--- src/rtl/serial_adder_seq.sv ---
`default_nettype none
// ============================================================================
// Module   : serial_adder_seq
// Purpose  : Multi-cycle WIDTH-bit adder that time-multiplexes one external
//            3-bit combinational adder slice. Operands arrive over a
//            valid/ready handshake and are walked through the slice 3 bits
//            per cycle, LSB chunk first, with the carry chained in a
//            register. The full sum and carry-out are returned over a
//            second valid/ready handshake.
//
// Ports    : clk, rst                 clock, synchronous active-high reset
//            in_valid/in_ready        operand handshake
//            in_a, in_b, in_cin       operands and LSB carry-in
//            out_valid/out_ready      result handshake
//            out_sum, out_cout        registered result
//            busy                     high while an operation is in flight
//            slice_a/b/cin            drive to the external 3-bit slice
//            slice_sum/cout           combinational return from the slice
//
// Revision : 1.0 - initial release
// ============================================================================
module serial_adder_seq #(
    parameter int WIDTH = 12
) (
    input  logic             clk,
    input  logic             rst,
    // operand side
    input  logic             in_valid,
    output logic             in_ready,
    input  logic [WIDTH-1:0] in_a,
    input  logic [WIDTH-1:0] in_b,
    input  logic             in_cin,
    // result side
    output logic             out_valid,
    input  logic             out_ready,
    output logic [WIDTH-1:0] out_sum,
    output logic             out_cout,
    output logic             busy,
    // external slice
    output logic [2:0]       slice_a,
    output logic [2:0]       slice_b,
    output logic             slice_cin,
    input  logic [2:0]       slice_sum,
    input  logic             slice_cout
);

    // Number of slice passes and the width of the chunk index.
    localparam int N  = WIDTH / 3;
    localparam int IW = (N > 1) ? $clog2(N) : 1;

    typedef enum logic [1:0] {
        S_IDLE = 2'd0,
        S_RUN  = 2'd1,
        S_DONE = 2'd2
    } state_t;

    state_t           r_state;
    state_t           w_state_next;

    logic [WIDTH-1:0] r_a;
    logic [WIDTH-1:0] r_b;
    logic [WIDTH-1:0] r_sum;
    logic             r_carry;
    logic [IW-1:0]    r_idx;

    // Result registers kept apart from r_sum so the last completed result
    // stays visible on out_sum/out_cout after r_sum is cleared at the next
    // accept.
    logic [WIDTH-1:0] r_out_sum;
    logic             r_out_cout;

    logic [2:0]       w_chunk_a;
    logic [2:0]       w_chunk_b;
    logic [WIDTH-1:0] w_sum_next;
    logic             w_last;
    logic             w_accept;

    // ------------------------------------------------------------------------
    // Chunk selection: pick the 3-bit operand chunk addressed by r_idx and
    // build the sum word with the current slice result merged into place.
    // An explicit compare loop keeps every slice a constant part-select.
    // ------------------------------------------------------------------------
    always_comb begin
        w_chunk_a  = 3'd0;
        w_chunk_b  = 3'd0;
        w_sum_next = r_sum;
        for (int k = 0; k < N; k++) begin
            if (r_idx == IW'(k)) begin
                w_chunk_a            = r_a[3*k +: 3];
                w_chunk_b            = r_b[3*k +: 3];
                w_sum_next[3*k +: 3] = slice_sum;
            end
        end
    end

    assign w_last = (r_idx == IW'(N - 1));

    // in_ready is masked by rst combinationally so no operand can be taken
    // on an edge where the block is being reset.
    assign in_ready = (r_state == S_IDLE) && !rst;
    assign w_accept = in_valid && in_ready;

    // ------------------------------------------------------------------------
    // Next-state and slice drive. The slice is only driven during RUN so the
    // shared slice sees quiet inputs whenever this block is not using it.
    // ------------------------------------------------------------------------
    always_comb begin
        w_state_next = r_state;
        slice_a      = 3'd0;
        slice_b      = 3'd0;
        slice_cin    = 1'b0;
        unique case (r_state)
            S_IDLE: begin
                if (w_accept) begin
                    w_state_next = S_RUN;
                end
            end
            S_RUN: begin
                slice_a   = w_chunk_a;
                slice_b   = w_chunk_b;
                slice_cin = r_carry;
                if (w_last) begin
                    w_state_next = S_DONE;
                end
            end
            S_DONE: begin
                if (out_ready) begin
                    w_state_next = S_IDLE;
                end
            end
            default: begin
                w_state_next = S_IDLE;
            end
        endcase
    end

    // ------------------------------------------------------------------------
    // State register.
    // ------------------------------------------------------------------------
    always_ff @(posedge clk) begin
        if (rst) begin
            r_state <= S_IDLE;
        end else begin
            r_state <= w_state_next;
        end
    end

    // ------------------------------------------------------------------------
    // Datapath registers. The operand registers only load in IDLE, so they
    // stay frozen for the whole operation regardless of in_a/in_b activity.
    // ------------------------------------------------------------------------
    always_ff @(posedge clk) begin
        if (rst) begin
            r_a        <= '0;
            r_b        <= '0;
            r_sum      <= '0;
            r_carry    <= 1'b0;
            r_idx      <= '0;
            r_out_sum  <= '0;
            r_out_cout <= 1'b0;
        end else begin
            unique case (r_state)
                S_IDLE: begin
                    if (w_accept) begin
                        r_a     <= in_a;
                        r_b     <= in_b;
                        r_carry <= in_cin;
                        r_idx   <= '0;
                        r_sum   <= '0;
                    end
                end
                S_RUN: begin
                    r_sum   <= w_sum_next;
                    r_carry <= slice_cout;
                    if (w_last) begin
                        // Final pass: publish the completed result so it is
                        // already stable when out_valid rises.
                        r_out_sum  <= w_sum_next;
                        r_out_cout <= slice_cout;
                    end else begin
                        r_idx <= r_idx + 1'b1;
                    end
                end
                default: begin
                end
            endcase
        end
    end

    // ------------------------------------------------------------------------
    // Outputs.
    // ------------------------------------------------------------------------
    assign out_valid = (r_state == S_DONE);
    assign out_sum   = r_out_sum;
    assign out_cout  = r_out_cout;
    assign busy      = (r_state == S_RUN) || (r_state == S_DONE);

endmodule
`default_nettype wire

--- config.mk ---
export PLATFORM = sky130hd
export DESIGN_NAME = serial_adder_seq
export DESIGN_NICKNAME = d
export VERILOG_FILES = /design/src/rtl/serial_adder_seq.sv
export SDC_FILE = /design/constraint.sdc
export NUM_CORES = 1
export LEC_CHECK = 0
export BUFFER_PORTS_ARGS = -buffer_cell sky130_fd_sc_hd__buf_4
export CAP_MARGIN = 20
export CORE_ASPECT_RATIO = 0.9
export CORE_MARGIN = 2
export CORE_UTILIZATION = 51
export CTS_CLUSTER_SIZE = 30
export DETAILED_ROUTE_END_ITERATION = 12
export PLACE_DENSITY = 0.86
export SYNTH_ARGS = -nofsm -noshare
export SYNTH_HDL_FRONTEND = slang
export SYNTH_SLANG_ARGS = --single-unit
--- constraint.sdc ---
create_clock -name clk -period 2.1 [get_ports clk]
set_clock_uncertainty 0.1 [all_clocks]
set_input_delay 0.21 -clock clk [delete_from_list [all_inputs] [get_ports clk]]
set_output_delay 0.21 -clock clk [all_outputs]
set_load 0.005 [all_outputs]
# == Yosys cells after proc, flatten, opt, wreduce, memory -nomap -nowiden ==
# Cells that the tools add are included.
# op_classes
add_sub_neg,1
reduce_logical,12
n_mux,26
eq_ne,9
# ops
op,n
3-bit 2-to-1 mux,14
12-bit case mux with 2 select lines,1
12-bit 2-to-1 mux,1
2-bit 2-to-1 mux,5
"2-bit == test, second input constant",3
"2-bit inequality test, second input constant",3
2-bit case mux with 3 select lines,1
2-bit AND reduction,3
3-bit AND reduction,2
"2-bit by 1-bit == test with 1-bit output, second input constant",2
2-bit logical NOT,2
2-bit case mux with 2 select lines,1
"2-bit by 1-bit adder with 2-bit output, second input constant",1
1-bit logical AND,2
1-bit 2-to-1 mux,2
"2-bit by 1-bit inequality test with 1-bit output, second input constant",1
1-bit case mux with 2 select lines,1
2-bit nonzero test,1
1-bit logical NOT,1
1-bit logical OR,1
# word_totals
ff_bits,54
inputBits,33
word_cells,56
out_inout_bits,23

# == Depth between registers and ports, before layout ==
# Gate-level depths: netlist (run 1).
# logic_depth
word_depth,6
depth_mapped,8
depth_no_buf,5

# == Least setup slack after synthesis (run 1) ==
# OpenSTA, ideal clock, no wires.
# synth_path
kind,reg2out
startpoint,register r_idx[0]
endpoint,output slice_a[0]
slack_ns,0.464
arrival_time_ns,1.326
t_required_ns,1.790
path_stages_with_launch,7
path_cell_list,dfxtp_1 -> inv_1 -> ha_1 -> buf_2 -> and2b_1 -> a221oi_1 -> o31ai_1
# synth_via
elab_chain_cells,6
elab_cells_between_ends,9
cone_classes,eq/ne: 3; mux: 5; reduce/logical: 1
# synth_rtl
element,line_no,text
from (decl),64,logic [IW-1:0] r_idx;
from (signal assigned),181,r_idx <= r_idx + 1'b1;
2-bit logical NOT,88,if (r_idx == IW'(k)) begin
3-bit 2-to-1 mux (3 in a row),88,
3-bit 2-to-1 mux *,88,
3-bit 2-to-1 mux *,112,unique case (r_state)
to (decl),40,"output logic [2:0] slice_a,"
# Every way passes the cells marked *; elsewhere a longest branch is shown, timed or not.

# == Worst setup path after layout (run 1) ==
# layout_path
startpoint,register r_idx[1]
endpoint,output slice_a[0]
# Same word-level chain as after synthesis.

==> results, run 1 <==
- The flow ran to the end, and the final reports show no timing, DRC or antenna violations.
- The via count of the first global-routing pass is 1926.
- STA classifies the critical path startpoint as a register.
- The master of the slowest instance on the critical path is sky130_fd_sc_hd__dfxtp_2.
- Of the cells placed in the final design, the portion with a size suffix greater than 1 is 0.2741.
- In this run, the number of DRC markers left after iteration 0 of detailed routing was 155.
- The fraction of the cycle the final worst path needs is 0.9771.
- The worst flop-to-flop path startpoint is r_state[1]$_SDFFE_PP0P_.
- The number of warning messages in the yosys log is 0.
- The maximum clock insertion buffer count is 2.
- The count of pins over their slew limit is 0.
- Detailed placement ended at an HPWL of 3680 um.
- The count of different cell masters after synthesis is 34.
- For the worst setup path, the data arrival time is 1.74 ns.
- In the final layout, the multi-input gates occupy 0.001269 mm^2.
- Once placement finished, the instance area stood at 0.002863 mm^2.
- The number of optimization iterations in the first detailed-route pass is 4.
- The wire length per cell after detailed routing is 14.27 um.
- Summed over all layers, the routed wires come to 5510 um.
- The worst-case headroom to the max-slew limit is 0.6657.
- The pin count of the biggest net entering global routing is 54.
- Buffers inserted during clock tree synthesis total 5.
- The worst register-to-register path ends at out_sum[2]$_SDFFE_PP0P_.
- The total overflow left after global routing is 0.
- The critical path goes through inv_1 > ha_1 > and2b_4 > a221oi_2 > o31ai_2 > buf_4.
- Dividing the detail-routed via count by the number of cells gives 5.301.
- Registers take 0.001026 mm^2.
- The number of nets in the synthesized netlist is 316.
- The delay of the slowest cell on the worst path is 0.36 ns.
- The actual transition at the worst max-transition pin is 0.5014 ns.
- The total routing usage reported by global routing is 0.2096.
- The number of sinks driven by the clock tree is 51.
- The width of the die is 77.36 um.
- The residual DRC count is 0.
- Summed over all cells, the static leakage comes to 1.281 nW.
- The minimum period implied by the final worst setup slack is 2.052 ns.
- The worst hold path cell count is 3.
- The family of cells with the greatest summed delay on the critical path is flip-flops.
- The worst min-delay path startpoint is in_a[4].
- In this run the cell area of the synthesized design comes to 0.002470 mm^2.
- 0 antenna diodes ended up in the layout.
- After floorplanning, the core was sized to cover 0.004745 mm^2.
- The achievable clock frequency is 0.4874 GHz.
- The library cells used most frequently in the layout, excluding fill and tap cells, are sky130_fd_sc_hd__buf_4, sky130_fd_sc_hd__dfxtp_1, sky130_fd_sc_hd__inv_1.
- Power spread over the standard cell area amounts to 882.0 mW/mm^2.
- The die height is 70.02 um.
- The buffer cell driving the clock tree root is sky130_fd_sc_hd__clkbuf_8.
- The clock transition time at the flip-flop clock pins of the worst setup and hold paths is 0.09 ns.
- The number of antenna violations at the first check in global routing is 0.
- The count of vias placed by the detailed router is 2046.
- The CTS tree is yes.
- The clock latency on the worst-skew pair is 0.31 ns.
- The synthesized area divided by synthesized cell count is 8.981 um^2.
- Relative to the synthesized area, the layout overhead comes to 21.99%.
- For the worst setup path, the data required time is 1.79 ns.
- For this configuration, the core starts out at a cell density of 0.5206.
- The maximum VDD drop is 0.5080 mV.
- The count of port buffers added during placement is 55.
- The final count of hold timing violations is 0.
- The number of fillers in the final layout is 429.
- Once detail routing completed, the nets flagged for antenna violations numbered 0.
- The number of rows created at floorplan is 24.
- Setup violations remaining at the end of the flow were counted as 0.
- The min-delay analysis places its worst path in the category in2reg.
- The number of buffers and inverters on the critical path is 2.
- The leading cell type in the layout, fill and taps excluded is sky130_fd_sc_hd__buf_4.
- 56 I/O pins were placed.
- Summing all non-filler instances in the final layout gives an area of 0.003013 mm^2.
- The portion of the post-synthesis area used by sequential elements is 0.4134.
- The global placement routability congestion is 0.7935.
- The total placed cells including tap cells is 377.
- After synthesis the netlist holds a flip-flop and latch count of 51.
- Hold repair after CTS inserted 0 buffers.
- Of all nets on the critical path, the largest fanout is 6.
- The worst setup path is captured at an output pin.
- The global-route wire length before repair is 9114 um.
- The cell count after synthesis came out at 275.
- The number of nets in the layout is 361.
- The die covers 0.005416 mm^2.
- The worst reg2reg path depth is 6.
- The worst register-to-register path has a setup slack of 0.23 ns.
- The H-tree level count is 2.
- The path with the worst hold slack has its endpoint at r_a[4]$_SDFFE_PP0P_.
- The type of the worst setup path is reg2out.
- The non-filler instance count after layout is 386.
- The max-capacitance violation count is 0.
[routing by layer]
layer | vias up | global-route usage | share of wire
met5 | - | 0 | 0
met4 | 0 | 0.09127 | 0.021
met3 | 12 | 0.03747 | 0.040
met2 | 49 | 0.3411 | 0.49
met1 | 949 | 0.2731 | 0.45
li1 | 1036 | - | -
[how the worst max path moves through the flow]
stage	from	to	slack [ns]	depth (start not counted)
floorplan	r_idx[0]$_SDFFE_PP0P_	slice_a[0]	0.46	6
global placement	r_idx[0]$_SDFFE_PP0P_	slice_b[1]	0.25	5
detailed placement	r_idx[0]$_SDFFE_PP0P_	slice_a[0]	0.23	5
CTS	r_state[1]$_SDFFE_PP0P_	slice_a[0]	0.008	5
global route	r_idx[0]$_SDFFE_PP0P_	slice_b[0]	-0.05	5
finish	r_idx[1]$_SDFFE_PP0P_	slice_a[0]	0.05	6
[worst reg2reg max path, delay by kind of cell (launching register included)]
family | cells | cell delay, ns
compound gates | 1 | 0.28
fa+ha+maj | 1 | 0.19
buf+inv | 2 | 0.35
flops | 1 | 0.33
simple gates | 2 | 0.53
[final cells by class]
type	instances	share of cell area
clock buffers	7	0.02533
well taps	65	0.02699
flip-flops and latches	51	0.3405
multi-input cells	174	0.4211
clock inverters	1	0.001661
inverters	28	0.03488
repair buffers	60	0.1495
[logic make-up after synthesis]
logic type,share of synthesized area
simple gates,0.2082
buf+inv,0.09574
mux,0.04661
flops,0.4134
fa+ha+maj,0.04053
compound gates,0.1955
[where the power goes]
group          internal (mW)  switching (mW)
sequential              1.09          0.0777
combinational          0.421           0.518
clock                  0.235           0.314
[sequential cells by signal, summed over array words and instances, names as in the netlist]
name      count
out_cout      1
out_sum      12
r_a          12
r_b          12
r_carry       1
r_idx         2
r_state       2
r_sum         9
[synth_stat cells]
library cell | count | share of area
sky130_fd_sc_hd__nand3b_1 | 24 | 0.073
sky130_fd_sc_hd__nand3_1 | 6 | 0.012
sky130_fd_sc_hd__mux2_4 | 1 | 0.0061
sky130_fd_sc_hd__a22o_1 | 9 | 0.032
sky130_fd_sc_hd__and2_1 | 2 | 0.0051
sky130_fd_sc_hd__buf_6 | 2 | 0.0091
sky130_fd_sc_hd__a21oi_2 | 3 | 0.011
sky130_fd_sc_hd__nor3_1 | 1 | 0.0020
sky130_fd_sc_hd__buf_2 | 9 | 0.018
sky130_fd_sc_hd__o32ai_1 | 2 | 0.0071
sky130_fd_sc_hd__o31ai_1 | 6 | 0.018
sky130_fd_sc_hd__nand2b_1 | 7 | 0.018
sky130_fd_sc_hd__or2b_1 | 2 | 0.0061
sky130_fd_sc_hd__clkbuf_1 | 5 | 0.0076
sky130_fd_sc_hd__inv_1 | 28 | 0.043
sky130_fd_sc_hd__o21ai_0 | 24 | 0.049
sky130_fd_sc_hd__nor2b_1 | 13 | 0.033
sky130_fd_sc_hd__and3_4 | 1 | 0.0046
sky130_fd_sc_hd__and2b_1 | 1 | 0.0030
sky130_fd_sc_hd__and2_2 | 1 | 0.0030
sky130_fd_sc_hd__mux2i_1 | 10 | 0.041
sky130_fd_sc_hd__o31ai_2 | 1 | 0.0051
sky130_fd_sc_hd__nor2_1 | 12 | 0.018
sky130_fd_sc_hd__dfxtp_1 | 51 | 0.41
sky130_fd_sc_hd__a221oi_1 | 6 | 0.021
sky130_fd_sc_hd__nand3b_4 | 1 | 0.0081
sky130_fd_sc_hd__a21oi_1 | 8 | 0.016
sky130_fd_sc_hd__nand2_1 | 13 | 0.020
sky130_fd_sc_hd__a211oi_1 | 9 | 0.027
sky130_fd_sc_hd__nand4_1 | 1 | 0.0025
sky130_fd_sc_hd__a2111oi_2 | 1 | 0.0061
sky130_fd_sc_hd__ha_1 | 8 | 0.041
sky130_fd_sc_hd__a22oi_1 | 1 | 0.0030
sky130_fd_sc_hd__buf_4 | 6 | 0.018
[through the flow]
step	setup TNS, ns	power, mW	hold slack [ns]	util	setup slack (ns)
floorplan	0	1.828	0.2460	-	0.4643
finish	0	2.658	0.05653	0.6350	0.04811
detailed placement	0	2.032	0.3466	0.6034	0.2250
global route	-0.09820	2.802	0.06382	0.6350	-0.05105
CTS	0	2.573	0.05930	0.6218	0.007540
global placement	0	2.006	0.3448	0.6034	0.2548
[repair_timing]
item / in CTS / in global routing
buffers inserted: 0 / 1
hold endpoints to repair: 0 / 0
resized for setup: 4 / 11
setup endpoints to repair: 6 / 6
pin swaps: 1 / 5
Power figures use the tool's default switching activity.
==> run 2: changes to the inputs <==
==> constraint.sdc (replaced) <==
create_clock -name clk -period 2.5 [get_ports clk]
set_clock_uncertainty 0.1 [all_clocks]
set_input_delay 0.25 -clock clk [delete_from_list [all_inputs] [get_ports clk]]
set_output_delay 0.25 -clock clk [all_outputs]
set_load 0.005 [all_outputs]
==> run 2 against run 1 <==
Against the previous run: clock power rose by 22%; sequential share of layout area rose by 0.12 points; register-to-register slack improved by 0.41 ns; die area did not move; largest power group unchanged; design area fell by 0.83%; final cell count fell by 0.52%; critical path depth did not move; critical endpoint unchanged.
==> results, run 2 (synthesis gave the netlist of run 1 again) <==
- The width of the die is 77.36 um (unchanged).
- The startpoint type of the worst setup path is a register (unchanged).
- The power density normalized to cell area was 791.6 mW/mm^2 (was 882.0 mW/mm^2).
- The number of buffers added for setup after CTS is 0 (unchanged).
- The worst reg2reg path depth is 5 (was 6).
- The via count of the first global-routing pass was 1937 (was 1926).
- The share of final-layout standard cells stronger than drive strength 1 is 0.2320 (was 0.2741).
- The family of cells with the greatest summed delay on the critical path is compound AO/OA/AOI/OAI gates (was flip-flops).
- The detailed router's first-iteration violation count is 155 (unchanged).
- The type of the worst setup path was reg2out (unchanged).
- The kind of path behind the tightest hold check is in2reg (unchanged).
- The number of diodes is 0 (unchanged).
- Of the available clock period, the critical path in the final layout requires 0.9483.
- The required time of the worst setup path is 2.15 ns (was 1.79 ns).
- The leakage power of the design is 1.266 nW (was 1.281 nW).
- The final core area utilization is 0.6297 (was 0.6350).
- Run status: complete, no violations (unchanged).
- The number of antenna violations at the first check in global routing is 0 (unchanged).
- The maximum clock insertion buffer count is 2 (unchanged).
- The number of nets in the layout is 359 (was 361).
- The critical path capture point type was an output pin (unchanged).
- The final global-route overflow total is 0 (unchanged).
- The actual transition at the worst max-transition pin is 0.6131 ns (was 0.5014 ns).
- The count of pins over their slew limit came to 0 (unchanged).
- The area enclosed by the die boundary is 0.005416 mm^2 (unchanged).
- The clock transition time at the flip-flop clock pins of the worst setup and hold paths is 0.09 ns (about the same).
- The number of optimization iterations in the first detailed-route pass is 5 (was 4).
- The count of vias placed by the detailed router is 2059 (was 2046).
- The global placement routability congestion is 0.7789 (was 0.7935).
- The number of sinks driven by the clock tree was 51 (unchanged).
- The H-tree level count was 2 (unchanged).
- Setup repair after global routing left no endpoint under its margin.
- The layout-stage area growth over the synthesis result is 20.97% (was 21.99%).
- The number of clock buffers inserted by TritonCTS is 5 (unchanged).
- The global-route wire length before repair is 8852 um (was 9114 um).
- For the finished layout, the period the worst path requires is 2.371 ns.
- The buffer cell driving the clock tree root is sky130_fd_sc_hd__clkbuf_8 (unchanged).
- The residual DRC count is 0 (unchanged).
- The worst hold path cell count is 3 (unchanged).
- The count of cells resized by post-cts repair is 0 (was 4).
- The vias per cell is 5.362 (was 5.301).
- The top fanout value on the critical path is 6 (unchanged).
- The number of nets with antenna violations after routing is 0 (unchanged).
- The signal arrival time at the worst endpoint came to 2.02 ns (was 1.74 ns).
- The routed wire length is 5246 um (was 5510 um).
- The count of port buffers added during placement is 55 (unchanged).
- The max-capacitance violation count was 0 (unchanged).
- The worst-case headroom to the max-slew limit is 0.5913 (was 0.6657).
- The detailed placement HPWL was 3597 um (was 3680 um).
- The hold buffer count at CTS came to 0 (unchanged).
- The number of rows created at floorplan is 24 (unchanged).
- The final total negative setup slack came to 0 ns (unchanged).
- The CTS tree is yes (unchanged).
- The final count of hold timing violations was 0 (unchanged).
- The delay of the slowest cell on the worst path is 0.37 ns (was 0.36 ns).
- The maximum VDD drop was 0.4484 mV (was 0.5080 mV).
- The floorplan core area is 0.004745 mm^2 (unchanged).
- The total routing usage reported by global routing is 0.2007 (was 0.2096).
- The total I/O pin count came to 56 (unchanged).
- The die height is 70.02 um (unchanged).
- The critical path depth is 6 (unchanged).
- Timing would allow up to 0.4218 GHz.
- The initial standard-cell utilization of the core was 0.5206 (unchanged).
- The pin count of the biggest net entering global routing came to 54 (unchanged).
- The number of setup violations in the final report is 0 (unchanged).
- The wire length per cell after detailed routing is 13.66 um (was 14.27 um).
- The clock latency on the worst-skew pair is 0.30 ns (was 0.31 ns).
- The leading cell type in the layout, fill and taps excluded is sky130_fd_sc_hd__buf_4 (unchanged).
- The master of the slowest instance on the critical path is sky130_fd_sc_hd__dfxtp_1 (was sky130_fd_sc_hd__dfxtp_2).
- Top library cells by usage in the layout, fill and taps aside: sky130_fd_sc_hd__buf_4, sky130_fd_sc_hd__dfxtp_1, sky130_fd_sc_hd__inv_1 (unchanged).
- Worst path cell trace: inv_1 > ha_1 > and2b_1 > a221oi_1 > o31ai_1 > buf_4 (was inv_1 > ha_1 > and2b_4 > a221oi_2 > o31ai_2 > buf_4).
- The count of buffering cells on the critical path with inverters included is 2 (unchanged).
## run 2: power by group
part	switching, mW	total, mW	leakage (nW)	internal, mW
Combinational	0.405	0.723	0.785	0.318
Clock	0.267	0.667	0.0654	0.400
Sequential	0.0610	0.975	0.416	0.914
Total	0.733	2.37	1.27	1.63
## run 2: through the flow
| stage | cell area, um^2 | setup slack, ns | total power, mW | hold WS [ns] | std cells |
|---|---|---|---|---|---|
| detailed placement | 2855 | 0.5091 | 1.710 | 0.3524 | 376 |
| global route | 2988 | 0.02277 | 2.493 | 0.09233 | 384 |
| global placement | 2855 | 0.5446 | 1.680 | 0.3456 | 376 |
| CTS | 2988 | 0.1436 | 2.373 | 0.09257 | 384 |
| finish | 2988 | 0.1293 | 2.365 | 0.09679 | 384 |
| floorplan | 2470 | 0.8243 | 1.535 | 0.2860 | 275 |
## run 2: final timing paths
check | start | to | slack, ns
hold / removal | in_a[2] | r_a[2]$_SDFFE_PP0P_ | 0.1
setup reg to reg | r_state[0]$_SDFFE_PP0P_ | r_a[11]$_SDFFE_PP0P_ | 0.64
hold reg to reg | out_sum[11]$_SDFFE_PP0P_ | out_sum[11]$_SDFFE_PP0P_ | 0.36
setup / recovery | r_idx[0]$_SDFFE_PP0P_ | slice_a[0] | 0.13
## run 2: worst reg2reg max path, cell delays in order (launching register included)
cell,delay (ns)
sky130_fd_sc_hd__dfxtp_1,0.33
sky130_fd_sc_hd__inv_1,0.14
sky130_fd_sc_hd__ha_1,0.42
sky130_fd_sc_hd__nand3b_4,0.42
sky130_fd_sc_hd__nand3b_1,0.24
sky130_fd_sc_hd__o21ai_0,0.10
## run 2: layout make-up
type	instances	area, um^2
well taps	65	81.33
repair buffers	58	435.4
inverters	28	105.1
fillers	420	1757
flip-flops and latches	51	1021
clock inverters	2	60.06
clock buffers	6	72.57
multi-input cells	174	1212
## run 2: layer usage
| layer | GRT usage | share of wire | up-vias | wire [um] |
|---|---|---|---|---|
| li1 | - | - | 1033 | - |
| met5 | 0 | 0 | - | 0 |
| met1 | 0.2637 | 0.46 | 962 | 2437 |
| met3 | 0.03876 | 0.045 | 10 | 237 |
| met4 | 0.07738 | 0.014 | 0 | 71 |
| met2 | 0.3266 | 0.48 | 54 | 2499 |
==> run 3: changes to the inputs <==
--- a/config.mk
+++ b/config.mk
@@ -5,13 +5,15 @@
 export SDC_FILE = /design/constraint.sdc
 export NUM_CORES = 1
 export LEC_CHECK = 0
+export ABC_CLOCK_PERIOD_IN_PS = 2500
 export BUFFER_PORTS_ARGS = -buffer_cell sky130_fd_sc_hd__buf_4
 export CAP_MARGIN = 20
 export CORE_ASPECT_RATIO = 0.9
-export CORE_MARGIN = 2
+export CORE_MARGIN = 5
 export CORE_UTILIZATION = 51
 export CTS_CLUSTER_SIZE = 30
 export DETAILED_ROUTE_END_ITERATION = 12
+export GPL_TIMING_DRIVEN = 0
 export PLACE_DENSITY = 0.86
 export SYNTH_ARGS = -nofsm -noshare
 export SYNTH_HDL_FRONTEND = slang
==> run 3 against run 2 <==
Against the previous run: combinational power up 12%; first-iteration DRC count up 33%; final cell count up 4.7%; routed wire length up 12%; critical path type unchanged; critical endpoint unchanged; largest cell class unchanged.
==> results, run 3 (synthesis gave the netlist of run 1 again) <==
- Run status: complete, no violations (unchanged).
- The number of antenna violations at the first check in global routing is 0 (unchanged).
- The fraction of the cycle the final worst path needs came to 0.9651 (was 0.9483).
- The number of clock buffers inserted by TritonCTS is 5 (unchanged).
- The global placement routability congestion is 0.8531 (was 0.7789).
- The critical path capture point type is an output pin (unchanged).
- The clock latency on the worst-skew pair is 0.31 ns (was 0.30 ns).
- The actual transition at the worst max-transition pin is 0.5329 ns (was 0.6131 ns).
- The die height is 76.02 um (was 70.02 um).
- The total routing usage reported by global routing is 0.1852 (was 0.2007).
- The count of port buffers added during placement was 54 (was 55).
- The startpoint type of the worst setup path is a register (unchanged).
- The maximum clock insertion buffer count came to 2 (unchanged).
- The worst flop-to-flop path startpoint is r_state[1]$_SDFFE_PP0P_ (was r_state[0]$_SDFFE_PP0P_).
- The number of nets with antenna violations after routing is 0 (unchanged).
- The CTS tree is yes (unchanged).
- The maximum VDD drop is 0.4448 mV (was 0.4484 mV).
- The type of the worst setup path is reg2out (unchanged).
- The total I/O pin count was 56 (unchanged).
- The final count of hold timing violations is 0 (unchanged).
- The placement-stage worst setup slack is 0.4610 ns (was 0.5091 ns).
- The worst min-delay path startpoint is in_a[1] (was in_a[2]).
- The final global-route overflow total was 0 (unchanged).
- The overall power is 2.294 mW (was 2.365 mW).
- The buffer cell driving the clock tree root is sky130_fd_sc_hd__clkbuf_8 (unchanged).
- The number of sinks driven by the clock tree came to 51 (unchanged).
- The number of nets in the layout is 377 (was 359).
- The number of rows created at floorplan came to 24 (unchanged).
- The final total negative setup slack is 0 ns (unchanged).
- The number of setup violations in the final report is 0 (unchanged).
- The global-route wire length before repair is 9687 um (was 8852 um).
- The detailed placement HPWL is 4345 um (was 3597 um).
- Top library cells by usage in the layout, fill and taps aside: sky130_fd_sc_hd__buf_4, sky130_fd_sc_hd__dfxtp_1, sky130_fd_sc_hd__inv_1 (unchanged).
- The count of cells resized by post-cts repair was 0 (unchanged).
- The number of buffers added for setup after CTS is 0 (unchanged).
- Setup repair after global routing missed its margin: no (unchanged).
- The top fanout value on the critical path came to 6 (unchanged).
- The number of fillers in the final layout is 385 (was 420).
- The share of final-layout standard cells stronger than drive strength 1 is 0.2671 (was 0.2320).
- The pin count of the biggest net entering global routing came to 17 (was 54).
- The count of vias placed by the detailed router is 2169 (was 2059).
- The residual DRC count is 0 (unchanged).
- The worst-case headroom to the max-slew limit is 0.6447 (was 0.5913).
- The number of diodes is 0 (unchanged).
- The vias per cell is 5.396 (was 5.362).
- The hold-critical path endpoint is r_a[1]$_SDFFE_PP0P_ (was r_a[2]$_SDFFE_PP0P_).
- The count of pins over their slew limit is 0 (unchanged).
- The floorplan core area is 0.004775 mm^2 (was 0.004745 mm^2).
- The achievable clock frequency is 0.4145 GHz (was 0.4218 GHz).
- The max-capacitance violation count came to 0 (unchanged).
- The power density normalized to cell area came to 747.8 mW/mm^2 (was 791.6 mW/mm^2).
- The required time of the worst setup path is 2.15 ns (about the same).
- The layout-stage area growth over the synthesis result came to 24.21% (was 20.97%).
- The width of the die was 83.36 um (was 77.36 um).
- The worst path setup slack after routing is 0.08723 ns (was 0.1293 ns).
- The routed wire length is 5891 um (was 5246 um).
- The hold buffer count at CTS is 0 (unchanged).
- The area enclosed by the die boundary is 0.006337 mm^2 (was 0.005416 mm^2).
- The initial standard-cell utilization of the core was 0.5173 (was 0.5206).
- The wire length per cell after detailed routing is 14.65 um (was 13.66 um).
- The worst reg2reg path depth is 6 (was 5).
- The leading cell type in the layout, fill and taps excluded is sky130_fd_sc_hd__buf_4 (unchanged).
- The kind of path behind the tightest hold check is in2reg (unchanged).
- The worst hold path cell count is 3 (unchanged).
- The via count of the first global-routing pass is 2121 (was 1937).
- The endpoint of the worst register-to-register path is r_sum[5]$_SDFFE_PP0P_ (was r_a[11]$_SDFFE_PP0P_).
- The number of optimization iterations in the first detailed-route pass is 4 (was 5).
- The clock transition time at the flip-flop clock pins of the worst setup and hold paths is 0.10 ns (was 0.09 ns).
- The launching element of the worst setup path was r_idx[0]$_SDFFE_PP0P_ (unchanged).
- The worst setup slack for register-to-register paths was 0.82 ns (was 0.64 ns).
- The detailed router's first-iteration violation count is 206 (was 155).
- The minimum period implied by the final worst setup slack is 2.413 ns (was 2.371 ns).
- The H-tree level count is 2 (unchanged).
- The leakage power of the design was 1.322 nW (was 1.266 nW).
- The signal arrival time at the worst endpoint is 2.06 ns (was 2.02 ns).
## run 3: cell types whose count changed in the layout (fill, tap and decap cells not counted)
cell                         change
sky130_fd_sc_hd__a221oi_2        +2
sky130_fd_sc_hd__clkbuf_1        +4
sky130_fd_sc_hd__buf_4           +2
sky130_fd_sc_hd__clkinvlp_4      +1
sky130_fd_sc_hd__bufinv_16       -2
sky130_fd_sc_hd__clkbuf_8        +1
sky130_fd_sc_hd__a221oi_1        -2
sky130_fd_sc_hd__buf_2           +9
sky130_fd_sc_hd__clkinv_4        +1
sky130_fd_sc_hd__buf_6           +2
## run 3: worst max path at each step
stage	slack [ns]	end
2_1_floorplan	0.82	slice_a[0]
3_3_place_gp	0.49	slice_b[1]
3_5_place_dp	0.46	slice_b[0]
4_1_cts	0.12	slice_b[0]
5_1_grt	0.004	slice_b[1]
6_report	0.09	slice_a[0]
## run 3: area by class of cell
cell class                 instances  area (um^2)  share of cell area
multi-input combinational        174         1225              0.3993
timing repair buffer              54        405.4              0.1321
clock buffer                       6        82.58             0.02692
clock inverter                     2        16.27            0.005302
tap                               65        81.33             0.02651
inverter                          28        105.1             0.03426
buffer                            22        131.4             0.04282
sequential                        51         1021              0.3328
## run 3: worst max-delay path, stage by stage, from the launching register on
cell	delay, ns
sky130_fd_sc_hd__dfxtp_1	0.36
sky130_fd_sc_hd__inv_1	0.12
sky130_fd_sc_hd__ha_1	0.15
sky130_fd_sc_hd__buf_2	0.18
sky130_fd_sc_hd__and2b_1	0.31
sky130_fd_sc_hd__a221oi_1	0.13
sky130_fd_sc_hd__o31ai_1	0.34
sky130_fd_sc_hd__buf_4	0.17
## run 3: layer usage
metal | wire (um) | part of all wire | track usage
met3 | 409 | 0.069 | 0.04324
met5 | 0 | 0 | 0
met1 | 2513 | 0.43 | 0.2276
met4 | 134 | 0.023 | 0.07680
met2 | 2833 | 0.48 | 0.3109
## run 3: report_power, final
| part | total (mW) | switching (mW) | internal [mW] |
|---|---|---|---|
| combinational | 0.811 | 0.443 | 0.368 |
| sequential | 0.973 | 0.0585 | 0.914 |
| clock | 0.510 | 0.284 | 0.226 |
| total | 2.29 | 0.785 | 1.51 |
## run 3: metrics by stage
stage	cells	instance area, um^2	utilization	hold slack, ns
after floorplan	275	2470	-	0.2860
after global placement	394	2957	0.6192	0.3450
after detailed placement	394	2957	0.6192	0.3548
after CTS	402	3055	0.6399	0.08177
after global routing	402	3068	0.6426	0.08500
final	402	3068	0.6426	0.08579
